--- src/rtl/keypad_pkg.sv ---
// Shared keypad definitions: idle vector, key bit indices and matrix-position helpers.
// Also imported by the lock block for its secret-number constants.
package keypad_pkg;

  localparam logic [11:0] KEY_IDLE = 12'hFFF;

  localparam logic [3:0] KEY_1    = 4'd0;
  localparam logic [3:0] KEY_2    = 4'd1;
  localparam logic [3:0] KEY_3    = 4'd2;
  localparam logic [3:0] KEY_4    = 4'd3;
  localparam logic [3:0] KEY_5    = 4'd4;
  localparam logic [3:0] KEY_6    = 4'd5;
  localparam logic [3:0] KEY_7    = 4'd6;
  localparam logic [3:0] KEY_8    = 4'd7;
  localparam logic [3:0] KEY_9    = 4'd8;
  localparam logic [3:0] KEY_0    = 4'd9;
  localparam logic [3:0] KEY_HASH = 4'd10;
  localparam logic [3:0] KEY_STAR = 4'd11;

  typedef enum logic [1:0] {
    COL0 = 2'd0,
    COL1 = 2'd1,
    COL2 = 2'd2
  } col_state_e;

  // Rows 0..2 hold digits 1..9 in reading order; row 3 is '*', '0', '#'.
  function automatic logic [3:0] key_index(input logic [1:0] row, input logic [1:0] col);
    logic [3:0] idx;
    if (row == 2'd3) begin
      case (col)
        2'd0:    idx = KEY_STAR;
        2'd1:    idx = KEY_0;
        default: idx = KEY_HASH;
      endcase
    end else begin
      idx = ({2'b00, row} * 4'd3) + {2'b00, col};
    end
    return idx;
  endfunction

  function automatic logic single_key(input logic [11:0] v);
    return $countones(~v) == 1;
  endfunction

endpackage

--- src/rtl/kp_sync2.sv ---
// Two-flop synchronizer for the asynchronous row lines; resets to the idle level.
module kp_sync2 (
  input  logic       clk,
  input  logic       reset,
  input  logic [3:0] d,
  output logic [3:0] q
);

  logic [3:0] meta_q;

  always_ff @(posedge clk or posedge reset) begin
    if (reset) begin
      meta_q <= 4'hF;
      q      <= 4'hF;
    end else begin
      meta_q <= d;
      q      <= meta_q;
    end
  end

endmodule

--- src/rtl/keypad_scan.sv ---
// 4x3 key matrix scanner: column strobing, frame snapshot, frame-level debounce
// and chord rejection, producing an active-low one-hot key vector.
module keypad_scan
  import keypad_pkg::*;
#(
  parameter int SCAN_DIV = 1000,
  parameter int DB_CNT   = 16
) (
  input  logic        clk,
  input  logic        reset,
  input  logic [3:0]  row_n,
  output logic [2:0]  col_n,
  output logic [11:0] key_press,
  output logic        key_valid
);

  localparam int CW = (SCAN_DIV > 1) ? $clog2(SCAN_DIV) : 1;
  localparam int SW = $clog2(DB_CNT + 1);

  col_state_e     state_q, state_d;
  logic [1:0]     col_idx;
  logic [3:0]     row_s;
  logic [CW-1:0]  dwell_q;
  logic           sample, frame_end, same, reached;
  logic [11:0]    snap_q, snap_next, prev_q;
  logic [SW-1:0]  stable_q;
  logic           update_q;

  kp_sync2 u_sync (
    .clk   (clk),
    .reset (reset),
    .d     (row_n),
    .q     (row_s)
  );

  assign sample    = (dwell_q == CW'(SCAN_DIV - 1));
  assign col_idx   = state_q;
  assign frame_end = sample && (state_q == COL2);

  // Column sequencer: state register
  always_ff @(posedge clk or posedge reset) begin
    if (reset) state_q <= COL0;
    else       state_q <= state_d;
  end

  // Column sequencer: next state, advancing only on the sample cycle
  always_comb begin
    state_d = state_q;
    if (sample) begin
      unique case (state_q)
        COL0:    state_d = COL1;
        COL1:    state_d = COL2;
        default: state_d = COL0;
      endcase
    end
  end

  // Column sequencer: strobe output
  always_comb begin
    col_n = 3'b110;
    unique case (state_q)
      COL1:    col_n = 3'b101;
      COL2:    col_n = 3'b011;
      default: col_n = 3'b110;
    endcase
  end

  // The snapshot including this cycle's column, so frame end sees the full frame.
  always_comb begin
    snap_next = snap_q;
    if (sample) begin
      for (int r = 0; r < 4; r++) begin
        snap_next[key_index(2'(r), col_idx)] = row_s[r];
      end
    end
  end

  assign same = (snap_next == prev_q);
  // A changed frame restarts the count at 1, which already qualifies when DB_CNT is 1.
  assign reached = frame_end &&
                   (same ? (stable_q == SW'(DB_CNT - 1)) : (DB_CNT == 1));

  always_ff @(posedge clk or posedge reset) begin
    if (reset) begin
      dwell_q   <= '0;
      snap_q    <= KEY_IDLE;
      prev_q    <= KEY_IDLE;
      stable_q  <= '0;
      update_q  <= 1'b0;
      key_press <= KEY_IDLE;
      key_valid <= 1'b0;
    end else begin
      dwell_q  <= sample ? '0 : dwell_q + 1'b1;
      update_q <= reached;
      if (sample) snap_q <= snap_next;
      if (frame_end) begin
        if (same) begin
          if (stable_q != SW'(DB_CNT)) stable_q <= stable_q + 1'b1;
        end else begin
          prev_q   <= snap_next;
          stable_q <= SW'(1);
        end
      end
      key_valid <= 1'b0;
      if (update_q) begin
        key_press <= single_key(prev_q) ? prev_q : KEY_IDLE;
        key_valid <= (key_press == KEY_IDLE) && single_key(prev_q);
      end
    end
  end

endmodule

--- config.mk ---
export PLATFORM = sky130hd
export DESIGN_NAME = keypad_scan
export DESIGN_NICKNAME = d
export VERILOG_FILES = /design/src/rtl/keypad_pkg.sv /design/src/rtl/kp_sync2.sv /design/src/rtl/keypad_scan.sv
export SDC_FILE = /design/constraint.sdc
export NUM_CORES = 1
export LEC_CHECK = 0
export ABC_AREA = 1
export CORE_UTILIZATION = 35
export CTS_BUF_LIST = sky130_fd_sc_hd__clkbuf_8
export DETAILED_ROUTE_END_ITERATION = 7
export MAX_ROUTING_LAYER = met4
export SETUP_SLACK_MARGIN = 0.02
export SYNTH_ARGS = -nofsm -noshare
export SYNTH_HDL_FRONTEND = slang
export SYNTH_SLANG_ARGS = --single-unit
--- constraint.sdc ---
create_clock -name clk -period 13.05 [get_ports clk]
set_input_delay 1.9575 -clock clk [delete_from_list [all_inputs] [get_ports clk]]
set_output_delay 1.9575 -clock clk [all_outputs]
set_load 0.005 [all_outputs]
==> reports/qor.csv, run 1 <==
metric,value,unit
critPathKind,reg -> reg,
worst_ir_drop_vdd,0.0000592,V
r2r_end,key_press[1],
p_sw_share,20.5,%
period_minus_slack,4360,ps
synthArstFlopShare,100,%
worstMarginPinSlew,924,ps
synthDistinctLibCells,28,
rrSetupSlack,8690,ps
synth_common_cells,"nand2_1 (153), inv_1 (94), nand3_1 (61), dfstp_2 (44), o21ai_0 (28)",
grt_pass1_wl,14.5,mm
routed_wl,8.45,mm
period_share,33.4,%
startpoint_type,register,
wire_per_inst,12.4,um
clock.fmax,229,MHz
synth_enable_flop_cells,0,
cts_tree,done,
cap_viol_max_count,0,
yosysSeqAreaShare,42.0,%
yosys.area.top_type,dfstp_2,
clockBufferDepth,2,
via_per_inst,4.74,
postCtsSetupBuffers,0,
p_comb_share,1.7,%
r2r_start,prev_q[5],
yosysWarnings,0,
cp.required,13330,ps
clk_latency,350,ps
synth_top_area_share,29.8,%
dieArea,11500,um2
critPathMostFrequentCell,inv_1,
track_usage,17.1,%
rsz0062_at_grt,false,
post_cts_resized,0,
drive_above_1_share,15.7,%
crit_family,adder cells,
cts-root-buf,clkbuf_8,
drt_iter0_drc,157,
worst_path_largest_cell_delay,550,ps
hold_viol,0,
syn-num-nets,542,
ios,22,
path_max_fanout,12,
status,"complete, but fails checks",
diodes,0,
synth_area_leaders,"dfstp_2 (30%), nand2_1 (15%), dfrtp_1 (12%)",
cts_buffers,9,
violations,DRC,
p_sw,0.0815,mW
power.density,90.0,nW/um2
slowest_stage,dfstp_2,
cp_num_buf_inv,6,
grt_pass1_vias,3072,
vias,3223,
core,10800,um2
synth-seq-cells,63,
rows,38,
end_kind,register,
area_growth,13.9,%
nets,564,
seqPwrFrac,50.0,%
antenna_found_initial,0,
place.gp.congestion,0.886,
intPower,0.316,mW
clkSinkCount,63,
synth_top_flop_cell,dfstp_2,
leakagePower,2.27,nW
finClkSkew,9.68,ps
finalNonFillerCells,680,
drc,2,
crit_cells,17,
synth.most_common_cell,nand2_1,
netlist_instances,513,
maxSlewHeadroom,38.3,%
start_util,35.8,%
grt_max_degree,64,
setup_viol,0,
finalMaxSlewViolations,0,
fillers,1122,
die_y,107,um
numPortBuffers,21,
fp.dieW,107,um
p_clk_share,48.2,%
netlist_area,3880,um2
crit_chain,inv_1 -> fa_1 -> inv_1 -> fa_1 -> inv_1 -> fa_1 -> fa_1 -> ha_1 -> inv_1 -> fa_1 -> nand2_1 -> nor3_1 -> nand2_1 -> inv_1 -> nand3_1 -> o21ai_0 -> inv_1,
gr-total-overflow,0,
endpoint,key_press[1],
dp_hpwl,6.24,mm
hold_class,reg -> reg,
avgSynthCellArea,7.57,um2
worstPathArrival,4640,ps
startpoint,prev_q[5],
dp.cells,664,
ant_nets,0,
rr_worst_depth,17,
firstDrtPassIters,6,
holdBufCountCts,0,
clkSlewWorstSetupHoldPaths,70,ps
h-tree-depth,3,
setup-tns-final,0,ps
[state kept, by name (all words and copies together), names as in the netlist]
| register | cells |
|---|---|
| key_valid | 1 |
| prev_q | 12 |
| key_press | 12 |
| col_idx | 2 |
| stable_q | 5 |
| u_sync.q | 4 |
| snap_q | 12 |
| dwell_q | 10 |
| u_sync.meta_q | 4 |
| update_q | 1 |
[power by group through the flow]
stage	sequential (mW)	combinational, mW	clock, mW
after floorplan	0.202	0.00390	0
final	0.199	0.00682	0.192
after CTS	0.199	0.00726	0.200
after global placement	0.202	0.00725	0
after detailed placement	0.202	0.00725	0
after global routing	0.199	0.00810	0.208
[worst reg2reg max path, delay by kind of cell, from the launching register on]
kind | cells | cell delay, ps
simple gates | 4 | 440
compound gates | 1 | 110
flops | 1 | 550
buf+inv | 6 | 580
fa+ha+maj | 6 | 2600
[per-stage QoR]
step	util (%)	setup WS, ps	area (um2)	hold WS (ps)	total power [mW]
CTS	40.8	8680	4420	358	0.406
finish	40.8	8690	4420	355	0.398
detailed placement	38.7	8700	4200	347	0.209
global placement	38.7	8810	4200	346	0.209
floorplan	-	8870	3880	345	0.206
global route	40.8	8390	4420	366	0.415
[worst min path at each step]
stage	cells past startpoint	slack (ps)	start	endpoint
finish	0	360	u_sync.meta_q[2]	u_sync.q[2]
global route	0	370	u_sync.meta_q[3]	u_sync.q[3]
CTS	0	360	u_sync.meta_q[2]	u_sync.q[2]
detailed placement	0	350	u_sync.meta_q[1]	u_sync.q[1]
global placement	0	350	u_sync.meta_q[0]	u_sync.q[0]
floorplan	0	350	u_sync.meta_q[0]	u_sync.q[0]
[cells by family after synthesis]
| kind of cell | count (synthesis) | synth area share [%] |
|---|---|---|
| buf+inv | 107 | 11.3 |
| flops | 63 | 42.0 |
| simple gates | 276 | 31.8 |
| xor+xnor | 3 | 0.677 |
| compound gates | 41 | 5.48 |
| fa+ha+maj | 23 | 8.77 |
[layout by cell type, fill, tap and decap left out, drive strengths merged, types with 4 or more instances in the layout]
cell type | synthesis | final
nand2 | 169 | 169
inv | 96 | 98
nand3 | 63 | 63
dfstp | 44 | 44
o21ai | 33 | 33
nor2 | 30 | 30
clkdlybuf4s50 | 0 | 21
dfrtp | 19 | 19
ha | 16 | 16
clkbuf | 4 | 11
nand4 | 8 | 8
fa | 7 | 7
a21oi | 6 | 6
nor3 | 4 | 4
[per-layer routing]
metal / wire [um] / global-route usage [%] / vias to the layer above
li1: - / - / 1629
met1: 3800 / 20.2 / 1540
met2: 4280 / 27.8 / 45
met3: 282 / 4.06 / 9
met4: 87 / 7.63 / 0
met5: 0 / - / -
[layout make-up]
| cell class | count | area (um2) | area share, % |
|---|---|---|---|
| Clock inverter | 5 | 72.6 | 1.64 |
| Tap cell | 140 | 175 | 3.96 |
| Timing Repair Buffer | 22 | 218 | 4.92 |
| Inverter | 96 | 360 | 8.15 |
| Sequential cell | 63 | 1630 | 36.9 |
| Multi-Input combinational cell | 343 | 1810 | 41.0 |
| Clock buffer | 11 | 151 | 3.42 |
Power figures use the tool's default switching activity.
==> inputs of run 2 (changes only) <==
==> constraint.sdc (replaced) <==
create_clock -name clk -period 3.8 [get_ports clk]
set_input_delay 0.57 -clock clk [delete_from_list [all_inputs] [get_ports clk]]
set_output_delay 0.57 -clock clk [all_outputs]
set_load 0.005 [all_outputs]
==> run 2 against run 1 <==
Net effect:
- first-iteration DRC count is 2.5% higher
- critical path depth stayed put
- combinational power increased to 3.5 times the previous value
- utilization up 1.4 points
- critical path type unchanged
- the flow finishes with violations (DRC, setup timing)
- power grew to 3.4 times the previous value
- highest routed layer unchanged
- via count increased by 1.2%
- worst setup slack worse by 9100 ps
- non-clock buffer count grew 16
==> reports/qor.csv, run 2 (synthesis gave the netlist of run 1 again) <==
metric,value,unit
status,"complete, but fails checks",
violations,"DRC, setup timing",
finalMaxSlewViolations,0,
ant_nets,0,
numPortBuffers,21,
vias,3261,
setup_viol,13,
rrSetupSlack,-400,ps
worst_ir_drop_vdd,0.000193,V
via_per_inst,4.68,
cts_tree,done,
fp.dieW,107,um
grt_max_degree,44,
worst_slack,-398,ps
leakagePower,2.35,nW
finClkSkew,10.1,ps
period_share,110,%
worstPathArrival,4490,ps
routed_wl,8.70,mm
place.gp.congestion,0.912,
end_kind,register,
area_growth,17.9,%
cp.required,4090,ps
clk_latency,350,ps
drc,2,
start_util,35.8,%
h-tree-depth,3,
nets,581,
cts_buffers,9,
rsz0062_at_grt,true,
clkSinkCount,63,
crit_family,adder cells,
dieArea,11500,um2
power.density,292,nW/um2
path_max_fanout,6,
clock.fmax,238,MHz
grt_pass1_vias,3208,
drt_iter0_drc,161,
critPathKind,reg -> reg,
worst_path_largest_cell_delay,540,ps
dp_hpwl,6.58,mm
period_minus_slack,4200,ps
cap_viol_max_count,0,
diodes,0,
fillers,1110,
critPathMostFrequentCell,fa_1,
reg.largest.list,"key_press (12), prev_q (12), snap_q (12)",
hold_viol,0,
final_common_cell,nand2_1,
clkSlewWorstSetupHoldPaths,80,ps
drive_above_1_share,20.5,%
track_usage,17.6,%
mostFrequentLayoutCells,"nand2_1 (152), inv_1 (89), nand3_1 (60), dfstp_2 (44)",
die_y,107,um
hold_class,reg -> reg,
cp_num_buf_inv,6,
clockBufferDepth,2,
setup-tns-final,-4860,ps
slowest_stage,dfstp_2,
final_area,4570,um2
grt_pass1_wl,15.1,mm
rows,38,
wire_per_inst,12.5,um
core,10800,um2
cts-root-buf,clkbuf_8,
maxSlewHeadroom,42.6,%
crit_chain,inv_2 -> fa_1 -> inv_1 -> fa_1 -> inv_1 -> fa_1 -> fa_1 -> ha_2 -> inv_2 -> fa_1 -> nand2_1 -> nor3_2 -> nand2_2 -> clkinvlp_4 -> nand3_1 -> o21ai_1 -> inv_1,
startpoint_type,register,
worstMarginPinSlew,859,ps
gr-total-overflow,0,
firstDrtPassIters,6,
ios,22,
placed_cell_area,4320,um2
power,1.34,mW
antenna_found_initial,0,
-- run 2: cell type report --
cell class	instances	area, um2	share of cell area, %
timing repair inverter	1	7.51	0.164
multi-input combinational	343	1850	40.4
clock buffer	11	151	3.31
clock inverter	5	61.3	1.34
sequential	63	1630	35.7
timing repair buffer	38	338	7.39
inverter	96	363	7.93
tap	140	175	3.83
-- run 2: report_power, final --
part	internal, mW	switching [mW]	leakage (nW)
sequential	0.680	0.00346	0.706
combinational	0.00660	0.0170	1.53
clock	0.343	0.285	0.107
-- run 2: final timing paths --
check | start | to | cells after the start
worst min-delay path | u_sync.meta_q[2] | u_sync.q[2] | 0
worst min register to register | u_sync.meta_q[2] | u_sync.q[2] | 0
max in group asynchronous | reset | prev_q[8] | 3
worst max-delay path | prev_q[0] | key_press[11] | 17
min in group asynchronous | reset | col_idx[1] | 2
worst max register to register | prev_q[0] | key_press[11] | 17
-- run 2: what timing repair did --
action / in CTS / in global routing
resized for setup: 3 / 9
buffers inserted: 0 / 0
pin swaps: 0 / 1
hold endpoints to repair: 0 / 0
setup endpoints to repair: 13 / 13
hold buffers: 0 / 0
gates cloned: 0 / 1
-- run 2: routing by layer --
| metal | track usage [%] | wire length, um | share of wire, % |
|---|---|---|---|
| met3 | 3.51 | 312 | 3.6 |
| met2 | 29.1 | 4330 | 50 |
| met1 | 21.1 | 3900 | 45 |
| met5 | - | 0 | 0 |
| met4 | 7.24 | 159 | 1.8 |
-- run 2: worst reg2reg max path, cell delays in order (launching register included) --
cell	delay (ps)
dfstp_2	540
inv_2	40
fa_1	520
inv_1	50
fa_1	500
inv_1	50
fa_1	450
fa_1	510
ha_2	190
inv_2	40
fa_1	490
nand2_1	80
nor3_2	170
nand2_2	130
clkinvlp_4	140
nand3_1	70
o21ai_1	110
inv_1	50
-- run 2: through the flow --
step           cells  util (%)  hold slack [ps]  worst slack [ps]
3_3_place_gp     680      39.8              346              -273
5_1_grt          697      42.2              361              -641
3_5_place_dp     680      39.8              348              -379
4_1_cts          696      42.0              360              -370
6_report         697      42.2              357              -398
2_1_floorplan    513         -              345              -211
==> inputs of run 3 (changes only) <==
--- a/config.mk
+++ b/config.mk
@@ -6,9 +6,11 @@
 export NUM_CORES = 1
 export LEC_CHECK = 0
 export ABC_AREA = 1
+export ABC_CLOCK_PERIOD_IN_PS = 3800
 export CORE_UTILIZATION = 35
 export CTS_BUF_LIST = sky130_fd_sc_hd__clkbuf_8
 export DETAILED_ROUTE_END_ITERATION = 7
+export DONT_BUFFER_PORTS = 1
 export MAX_ROUTING_LAYER = met4
 export SETUP_SLACK_MARGIN = 0.02
 export SYNTH_ARGS = -nofsm -noshare
==> run 3 against run 2 <==
Net effect:
- the flow finishes with violations (setup timing)
- cell area shrank 5.0%
- critical path depth unchanged
- global-route usage is 0.77 points lower
- clock power decreased by 2%
- wire length rose by 0.83%
- sequential cell count unchanged
- sequential share of layout area increased by 1.9 points
- power decreased by 1.3%
- final cell count decreased by 3.0%
- first-iteration DRC count rose by 20%
- sequential power is essentially flat
- worst setup slack gained 77 ps
- critical endpoint is now key_press[10]
- largest power group unchanged
==> reports/qor.csv, run 3 (synthesis gave the netlist of run 1 again) <==
metric,value,unit
status,"complete, but fails checks",
violations,setup timing,
cts-root-buf,clkbuf_8,
fillers,1152,
clk_latency,360,ps
routed_wl,8.78,mm
via_per_inst,4.76,
startpoint_type,register,
p_sw_share,23.6,%
finalMaxSlewViolations,0,
hold_viol,0,
maxSlewHeadroom,49.8,%
diodes,0,
start_util,35.8,%
finClkSkew,7.92,ps
grt_max_degree,37,
firstDrtPassIters,6,
worst_slack,-322,ps
grt_pass1_wl,14.4,mm
slowest_stage,dfstp_2,
cts_buffers,9,
worstMarginPinSlew,752,ps
h-tree-depth,3,
p_comb_share,1.4,%
critPathKind,reg -> reg,
dp_hpwl,6.51,mm
clock.fmax,243,MHz
clkSinkCount,63,
place.gp.congestion,0.869,
end_kind,register,
hold_class,in -> reg,
fp.dieW,107,um
ios,22,
core,10800,um2
antenna_found_initial,0,
crit_chain,inv_2 -> fa_1 -> inv_1 -> fa_1 -> inv_1 -> fa_1 -> fa_1 -> ha_1 -> inv_1 -> fa_1 -> nand2_1 -> nor3_2 -> nand2_2 -> clkinvlp_4 -> nand3_1 -> o21ai_1 -> inv_1,
reg.largest.list,"key_press (12), prev_q (12), snap_q (12)",
final_area,4350,um2
period_minus_slack,4120,ps
startpoint,prev_q[0],
cp.required,4090,ps
clockBufferDepth,2,
track_usage,16.9,%
die_y,107,um
vias,3216,
dp.cells,659,
holdBufCountCts,0,
rsz0062_at_grt,true,
drt_iter0_drc,194,
worst_ir_drop_vdd,0.000165,V
period_share,108,%
nets,560,
grt_pass1_vias,2990,
p_clk_share,46.7,%
placed_cell_area,4110,um2
pre_cts_ws,-378,ps
power,1.32,mW
mostFrequentLayoutCells,"nand2_1 (152), inv_1 (90), nand3_1 (61), dfstp_2 (44), o21ai_0 (26)",
worst_path_largest_cell_delay,540,ps
seqPwrFrac,51.9,%
gr-total-overflow,0,
r2r_start,prev_q[0],
path_max_fanout,6,
dieArea,11500,um2
area_growth,12.0,%
drive_above_1_share,20.5,%
ant_nets,0,
setup_viol,13,
p_sw,0.311,mW
whs_path_depth,0,
final_common_cell,nand2_1,
clkSlewWorstSetupHoldPaths,80,ps
leakagePower,2.27,nW
cts_tree,done,
rows,38,
worstPathArrival,4410,ps
numPortBuffers,0,
rr_worst_depth,17,
critPathMostFrequentCell,fa_1,
power.density,303,nW/um2
finalNonFillerCells,676,
drc,0,
wire_per_inst,13.0,um
fin_util,40.1,%
holdCritStartpoint,row_n[2],
cap_viol_max_count,0,
intPower,1.01,mW
-- run 3: repair_timing --
action,CTS,global route
resized for setup,3,4
buffers inserted,0,0
pin swaps,0,2
cloned,0,1
endpoints found under the setup margin,13,13
-- run 3: power groups by stage --
stage / Combinational [mW] / Sequential (mW) / Clock, mW
final: 0.0186 / 0.683 / 0.615
after detailed placement: 0.0202 / 0.694 / 0
after CTS: 0.0202 / 0.683 / 0.643
after floorplan: 0.0134 / 0.693 / 0
after global routing: 0.0222 / 0.684 / 0.664
after global placement: 0.0198 / 0.694 / 0
-- run 3: stage by stage --
step	hold WS, ps	TNS, ps
after global placement	347	-3110
after global routing	175	-5730
final	200	-3650
after detailed placement	348	-4450
after CTS	176	-4340
after floorplan	345	-2210
-- run 3: worst paths after layout --
kind / end / slack (ps)
hold / removal: u_sync.meta_q[2] / 200
setup / recovery: key_press[10] / -320
min in group asynchronous: update_q / 240
max in group asynchronous: prev_q[2] / 2690
setup reg to reg: key_press[10] / -320
hold reg to reg: u_sync.q[3] / 360
-- run 3: final cells by class --
type                    instances  area [um2]  share of cell area (%)
flip-flops and latches         63        1630                    37.5
clock inverters                 6        67.6                    1.55
repair buffers                 17         128                    2.94
repair inverters                1        7.51                   0.173
well taps                     140         175                    4.03
multi-input cells             343        1840                    42.2
clock buffers                  10         138                    3.17
inverters                      96         363                    8.35
-- run 3: layer usage --
metal / vias up / GRT usage [%] / share of wire [%] / wire [um]
met3: 8 / 3.57 / 2.9 / 258
met1: 1545 / 20.4 / 46 / 4050
met4: 0 / 6.95 / 1.0 / 90
met2: 39 / 27.4 / 50 / 4380
li1: 1624 / - / - / -
met5: - / - / 0 / 0
-- run 3: critical path, delay by kind of cell, from the launching register on --
family,cells,cell delay [ps]
AOI/OAI and AO/OA,1,110
adders and majority gates,6,2620
DFF,1,540
buffers and inverters,6,380
and+or+nand+nor,4,400
